==> config.mk <==
export PLATFORM = sky130hd
export DESIGN_NAME = memio_arbiter
export DESIGN_NICKNAME = d
export VERILOG_FILES = /design/src/rtl/memio_arbiter.sv
export SDC_FILE = /design/constraint.sdc
export NUM_CORES = 1
export LEC_CHECK = 0
export CORE_AREA = 3 3 104 106
export DETAILED_ROUTE_END_ITERATION = 10
export DIE_AREA = 0 0 107 109
export PLACE_DENSITY = 0.77
export SKIP_LAST_GASP = 1
export SLEW_MARGIN = 10
export SYNTH_ARGS = -nofsm -noshare
export SYNTH_HDL_FRONTEND = slang
export SYNTH_SLANG_ARGS = --single-unit
==> constraint.sdc <==
create_clock -name clk -period 2.75 [get_ports clk]
set_input_delay 0.275 -clock clk [delete_from_list [all_inputs] [get_ports clk]]
set_output_delay 0.275 -clock clk [all_outputs]
set_load 0.01 [all_outputs]
==> src/rtl/memio_arbiter.sv <==
// Purpose : two-master (CPU, DMA) arbiter in front of a single-port memio block.
// Latency : grant is combinational in the request cycle; read data returns exactly one cycle after grant.
// Backpressure : CPU wins by default. A waiting DMA is forced through after STARVE_LIMIT cycles. Losers see no gnt and hold their request.
// Ports:
//   clk, rst          - clock, synchronous active-high reset
//   c_* / d_*         - CPU / DMA request (req, we, addr, wdata), grant, read return (rvalid, rdata)
//   c_stall           - CPU request not accepted this cycle (freezes EX/MEM)
//   m_*               - memio side: enable, write strobe, address, write data, read data
module memio_arbiter #(
   parameter int AW           = 23,
   parameter int DW           = 32,
   parameter int STARVE_LIMIT = 8
) (
   input  logic          clk,
   input  logic          rst,
   input  logic          c_req,
   input  logic          c_we,
   input  logic [AW-1:0] c_addr,
   input  logic [DW-1:0] c_wdata,
   output logic          c_gnt,
   output logic          c_stall,
   output logic          c_rvalid,
   output logic [DW-1:0] c_rdata,
   input  logic          d_req,
   input  logic          d_we,
   input  logic [AW-1:0] d_addr,
   input  logic [DW-1:0] d_wdata,
   output logic          d_gnt,
   output logic          d_rvalid,
   output logic [DW-1:0] d_rdata,
   output logic          m_en,
   output logic          m_we,
   output logic [AW-1:0] m_addr,
   output logic [DW-1:0] m_wdata,
   input  logic [DW-1:0] m_rdata
);

   // Lowest address of the I/O status window (dipswitch, timer command, ...).
   localparam logic [AW-1:0] STATUS_LO = AW'(23'h7FFFBC);

   logic [7:0]    starve_cnt;
   logic          rd_pend;
   logic          rd_owner_dma;
   logic [AW-1:0] rd_addr;

   logic          force_dma;
   logic          c_blk;
   logic          d_blk;

   always_comb begin
      force_dma = (starve_cnt >= 8'(STARVE_LIMIT));
      // A status read must not be re-issued while the identical read is still
      // returning; status reads can have side effects, so the requester waits a cycle.
      c_blk = rd_pend & ~c_we & (c_addr >= STATUS_LO) & (c_addr == rd_addr);
      d_blk = rd_pend & ~d_we & (d_addr >= STATUS_LO) & (d_addr == rd_addr);

      c_gnt = 1'b0;
      d_gnt = 1'b0;
      if (!rst) begin
         if (d_req && !d_blk && force_dma) begin
            d_gnt = 1'b1;
         end else if (c_req && !c_blk) begin
            c_gnt = 1'b1;
         end else if (d_req && !d_blk) begin
            d_gnt = 1'b1;
         end
      end

      c_stall = c_req & ~c_gnt;
      m_en    = c_gnt | d_gnt;
      m_we    = 1'b0;
      m_addr  = '0;
      m_wdata = '0;
      if (c_gnt) begin
         m_we    = c_we;
         m_addr  = c_addr;
         m_wdata = c_wdata;
      end else if (d_gnt) begin
         m_we    = d_we;
         m_addr  = d_addr;
         m_wdata = d_wdata;
      end

      // rst gating discards a read that was pending when reset arrived.
      c_rvalid = ~rst & rd_pend & ~rd_owner_dma;
      d_rvalid = ~rst & rd_pend &  rd_owner_dma;
      c_rdata  = c_rvalid ? m_rdata : '0;
      d_rdata  = d_rvalid ? m_rdata : '0;
   end

   always_ff @(posedge clk) begin
      if (rst) begin
         starve_cnt   <= '0;
         rd_pend      <= 1'b0;
         rd_owner_dma <= 1'b0;
         rd_addr      <= '0;
      end else begin
         if (d_gnt || !d_req) begin
            starve_cnt <= '0;
         end else if (starve_cnt != 8'hFF) begin
            starve_cnt <= starve_cnt + 8'd1;
         end
         rd_pend      <= m_en & ~m_we;
         rd_owner_dma <= d_gnt;
         rd_addr      <= m_addr;
      end
   end

endmodule

-- Word-level counts from Yosys, hierarchy flattened
Index checks and enable logic that the tools add are counted.
- $add $sub $neg: 1
- magnitude comparators: 3
- eq/ne operators: 3
- muxes and demuxes: 15
- bitwise gates (word level): 18
- reduce and logical (&&, ||, !) cells: 8
- operator list (operator ; count):
    $mux W32 ; 4
    $eq A23 B23 Y1 ; 2
    $ge A23 B23 Y1 const B ; 2
    $mux W23 ; 2
    $and A1 B1 Y1 ; 11
    $mux W1 ; 9
    $add A8 B1 Y8 const B ; 1
    $ge A8 B4 Y1 const B ; 1
    $ne A8 B8 Y1 const B ; 1
    $not A1 Y1 ; 6
    $logic_and A1 B1 Y1 ; 3
    $logic_not A1 Y1 ; 3
    $reduce_or A2 Y1 ; 1
    $logic_or A1 B1 Y1 ; 1
    $or A1 B1 Y1 ; 1
- bits in registers: 33
- input port bits: 148
- output and inout port bits: 126
- word-level logic and storage cells: 52

-- Depth between registers and ports, before layout
- depth after elaboration: 14
- gate-level depth with buffers: 8
- depth with buffers taken out: 7

-- Worst setup path before layout
OpenSTA, ideal clock, no wires.
- kind: flip-flop to output port
- start point: register rd_addr[17]
- end point: output m_addr[10]
- data arrival time: 1.911 ns
- required time: 2.475 ns
- setup slack: 0.564 ns
- stages on the path, launching flop included: 9
- path buffers: 2
- cell sequence: dfxtp_1 xnor2_1 nand4_1 nor4_1 nand4_1 a211oi_2 buf_4 buf_6 a22o_1
- cells in the longest elaborated chain, start to end: 10
- elaborated cells on any way between the ends: 18
- classes of those cells: 2 x eq/ne; 9 x mux; 2 x bitwise; 5 x reduce/logical
- RTL lines (item ; line ; source):
    from (decl) ; 44 ; logic [AW-1:0] rd_addr;
    from (signal assigned) ; 105 ; rd_addr <= m_addr;
    $eq A23 B23 Y1 ; 55 ; d_blk = rd_pend & ~d_we & (d_addr >= STATUS_LO) & (d_addr == rd_addr);
    $and A1 B1 Y1 ; 55 ;
    $logic_not A1 Y1 ; 60, 64 ;
    $logic_and A1 B1 Y1 ; 60, 64 ;
    $mux W1 ; 64 ; end else if (d_req && !d_blk) begin
    $mux W1 ; 62 ; end else if (c_req && !c_blk) begin
    $mux W1 ; 60 ; if (d_req && !d_blk && force_dma) begin
    $mux W1 ; 59 ; if (!rst) begin
    $mux W23 ; 78 ; end else if (d_gnt) begin
    $mux W23 * ; 74 ; if (c_gnt) begin
    to (decl) ; 33 ; output logic [AW-1:0] m_addr,
Every way passes the cells marked *; elsewhere a longest branch is shown, timed or not.

-- Worst setup path in the final report
- start point: input c_addr[20]
- end point: output m_wdata[4]
- cells in the longest elaborated chain, start to end: 10
- elaborated cells on any way between the ends: 14
- classes of those cells: 1 x order compare; 1 x eq/ne; 8 x mux; 2 x bitwise; 2 x reduce/logical
- RTL lines (item ; line ; source):
    from (decl) ; 18 ; input logic [AW-1:0] c_addr,
    $ge A23 B23 Y1 ; 54 ; c_blk = rd_pend & ~c_we & (c_addr >= STATUS_LO) & (c_addr == rd_addr);
    $and A1 B1 Y1 ; 54 ;
    $and A1 B1 Y1 * ; 54 ;
    $logic_not A1 Y1 * ; 62 ;
    $logic_and A1 B1 Y1 * ; 62 ;
    $mux W1 ; 62 ;
    $mux W1 ; 60 ;
    $mux W1 ; 59 ;
    $mux W32 ; 78 ;
    $mux W32 * ; 74 ;
    to (decl) ; 34 ; output logic [DW-1:0] m_wdata,
Marked as above.

==> metrics.md <==
| Metric | Value |
|---|---|
| TritonRoute pass-1 iters | 4 |
| Deepest clock path buffer count | 2 |
| N_diodes | 0 |
| Peak Freq | 343 MHz |
| Max_slew headroom | 0.754 |
| Power Density | 266 nW/um^2 |
| TritonCTS clock tree | built |
| Final cell count without fillers | 805 |
| Grt ovf | 0 |
| Placement Setup Slack | -0.661 ns |
| Hold Path Depth | 2 |
| Root Driver | clkbuf_8 |
| Drt via density | 5.00 |
| Synthesized cell area | 2800 um^2 |
| Worst Tran Pin Value | 0.366 ns |
| Worst R2R End | rd_addr[13]$_SDFF_PP0_ |
| Main flop type after synthesis | dfxtp_1 |
| Synth area leader | a22o_1 |
| GRT Overall Usage | 0.225 |
| Register clock-pin slew on the reported worst setup and hold paths | 0.08 ns |
| Placed cell area | 6210 um^2 |
| # IOs | 274 |
| Crit end category | output port |
| Final Skew | 0.00914 ns |
| Data arrival time of the worst path | 2.64 ns |
| Die area | 11700 um^2 |
| P_sw | 514 uW |
| Worst R2R Start | rd_addr[15]$_SDFF_PP0_ |
| EDFF count, synth | 0 |
| Min-Delay Endpoint | rd_addr[9]$_SDFF_PP0_ |
| Post-Syn Nets | 481 |
| Max rail drop VDD | 0.274 mV |
| Violated checks | setup timing |
| Hold Vio Cnt, Final | 0 |
| Max-cap violations | 0 |
| Leakage power | 0.00269 uW |
| Remaining DRCs | 0 |
| Core Region | 9860 um^2 |
| Initial Utilization | 0.284 |
| Clock power frac | 0.274 |
| Synthesis Warnings | 0 |
| Clock latency on the worst-skew pair | 0.30 ns |
| Worst-case reg-to-reg path depth | 12 |
| Hold Path Class | input pin to flip-flop |
| Layout cells sized above 1 | 0.219 |
| Final WS setup | -0.164 ns |
| Synth async-reset ratio | 0 |
| Critical Path RT | 2.48 ns |
| First-pass GRT wire length | 20.8 mm |
| Int Pwr | 1230 uW |
| Most common cell after layout, fill and taps aside | clkdlybuf4s50_1 |
| Placement Rows | 36 |
| Sw frac | 0.296 |
| DR iter-0 viols | 197 |
| Port bufs | 273 |
| Final worst path period need | 2.91 ns |
| Hold Buf Count CTS | 0 |
| Num Clock Sinks | 33 |
| CTS H-tree depth | 2 |
| Fin. max-slew vios | 0 |
| FILL cells | 782 |
| Yosys top cell area share | 0.247 |
| Syn_area_per_cell | 8.45 um^2 |
| Number of global-route vias before repair | 4055 |
| Yosys reg bits | 33 |
| Sequential share of the synthesized area | 0.236 |
| Reg area | 667 um^2 |
| Via Count | 4026 |
| GPL Wtd Cong | 0.952 |
| Period Utilization, post-route | 1.06 |
| Worst hold path startpoint | d_addr[9] |
| Final wirelength | 14.0 mm |
| Crit Path Max Fanout | 14 |
| Commonest cells after routing, fill and taps aside | 185 x clkdlybuf4s50_1, 79 x a22o_1, 70 x buf_4 |
| Register share of total power | 0.302 |
| Layout Nets | 821 |
| Placed insts | 786 |
| CTS Buf Count | 5 |
| Unique masters post-synth | 37 |
| Cells after Synth | 331 |
| Comb pwr share | 0.424 |
| R2R setup slack | 0.32 ns |
| Routed Antenna Nets | 0 |
| Area of the multi-input gates | 2160 um^2 |
| Area growth syn-to-layout | 134% |
| Drt wl/cell | 17.4 um |
| Setup-failing EPs final | 52 |
| Pin count of the biggest net entering global routing | 34 |
| Finished Cell Area | 6540 um^2 |
| Run status | complete, but fails checks |
| Die Y | 109 um |
| Initial antenna violation count | 0 |
| WS Path Type | input pin to output port |
| Chip width | 107 um |
| Startpoint types | input pin |
| RSZ-0062 raised after global routing | true |
| Estimated wirelength of the detail-placed design | 11.6 mm |
| Area contributors post-synth | a22o_1 25%, dfxtp_1 24%, and2_1 15% |
-- power groups by stage --
stage               logic [uW]  clock network (uW)  registers, uW
CTS                        726                 486            524
detailed placement         736                   0            532
global placement           726                   0            530
finish                     738                 476            526
floorplan                  227                   0            528
global route               786                 505            528
-- routing by layer --
layer  vias up  routed length, um  GRT usage
li1       1918                  -          -
met3        15               1220     0.0515
met2       204               7550      0.441
met5         -                  0          0
met1      1889               5030      0.244
met4         0                233     0.0493
-- cells by family after synthesis --
logic type,count (synthesis),share of synthesized area
adders and majority gates,2,0.00894
AOI/OAI and AO/OA,95,0.288
DFF,33,0.236
and+or+nand+nor,129,0.281
buffers and inverters,28,0.0483
xor gates and xnor gates,44,0.138
-- synth_stat cells, types with 2 or more instances --
cell type  instances
a21oi_1            2
a22o_1            79
and2_1            65
and3_1             2
buf_2             15
clkbuf_1           7
dfxtp_1           33
ha_1               2
inv_1              4
nand2_1            6
nand2b_1           2
nand3_1           11
nand4_1           14
nor2_1             4
nor2b_1            2
nor3_1             9
nor4_1             7
o21ai_0            6
xnor2_1           30
xor2_1            14
-- worst max-delay path, cell delays in order --
cell             delay [ns]
clkdlybuf4s50_1        0.54
nand4_1                0.14
nor4_1                 0.32
nand4_1                0.18
buf_4                  0.18
a211oi_4               0.26
buf_12                 0.20
buf_12                 0.14
a22o_1                 0.12
clkdlybuf4s15_1        0.26
-- through the flow --
| step | total power [uW] | hold slack [ns] | setup TNS, ns | utilization |
|---|---|---|---|---|
| 2_1_floorplan | 755 | 0.401 | 0 | - |
| 3_3_place_gp | 1260 | 0.544 | -34.56 | 0.630 |
| 4_1_cts | 1740 | 0.401 | -3.69 | 0.658 |
| 5_1_grt | 1820 | 0.430 | -12.41 | 0.663 |
| 6_report | 1740 | 0.409 | -6.08 | 0.663 |
| 3_5_place_dp | 1270 | 0.561 | -37.07 | 0.630 |
-- final cells by class --
cell class / count / share of cell area
clock buffer: 5 / 0.0105
multi-input combinational: 270 / 0.330
clock inverter: 3 / 0.00708
sequential: 33 / 0.102
tap: 133 / 0.0254
timing repair buffer: 357 / 0.523
inverter: 4 / 0.00229
-- registers in the layout (all words and copies together) (netlist names) --
| name | flops |
|---|---|
| starve_cnt | 8 |
| rd_owner_dma | 1 |
| rd_addr | 23 |
| rd_pend | 1 |
-- what timing repair did --
action	CTS	global route
setup buffers	9	0
pin swaps	18	2
setup endpoints to repair	60	60
cloned	1	1
resized for setup	201	31
-- worst max-delay path by stage --
stage                                 startpoint          end  cells past startpoint
final                                 c_addr[20]   m_wdata[4]                     10
after global routing                  c_addr[13]  m_wdata[30]                     10
after CTS                 rd_addr[16]$_SDFF_PP0_   m_wdata[4]                      9
after detailed placement              c_addr[16]   m_addr[21]                     10
after global placement                c_addr[16]         m_we                     10
after floorplan           rd_addr[17]$_SDFF_PP0_   m_addr[10]                      8
Power figures use the tool's default switching activity.
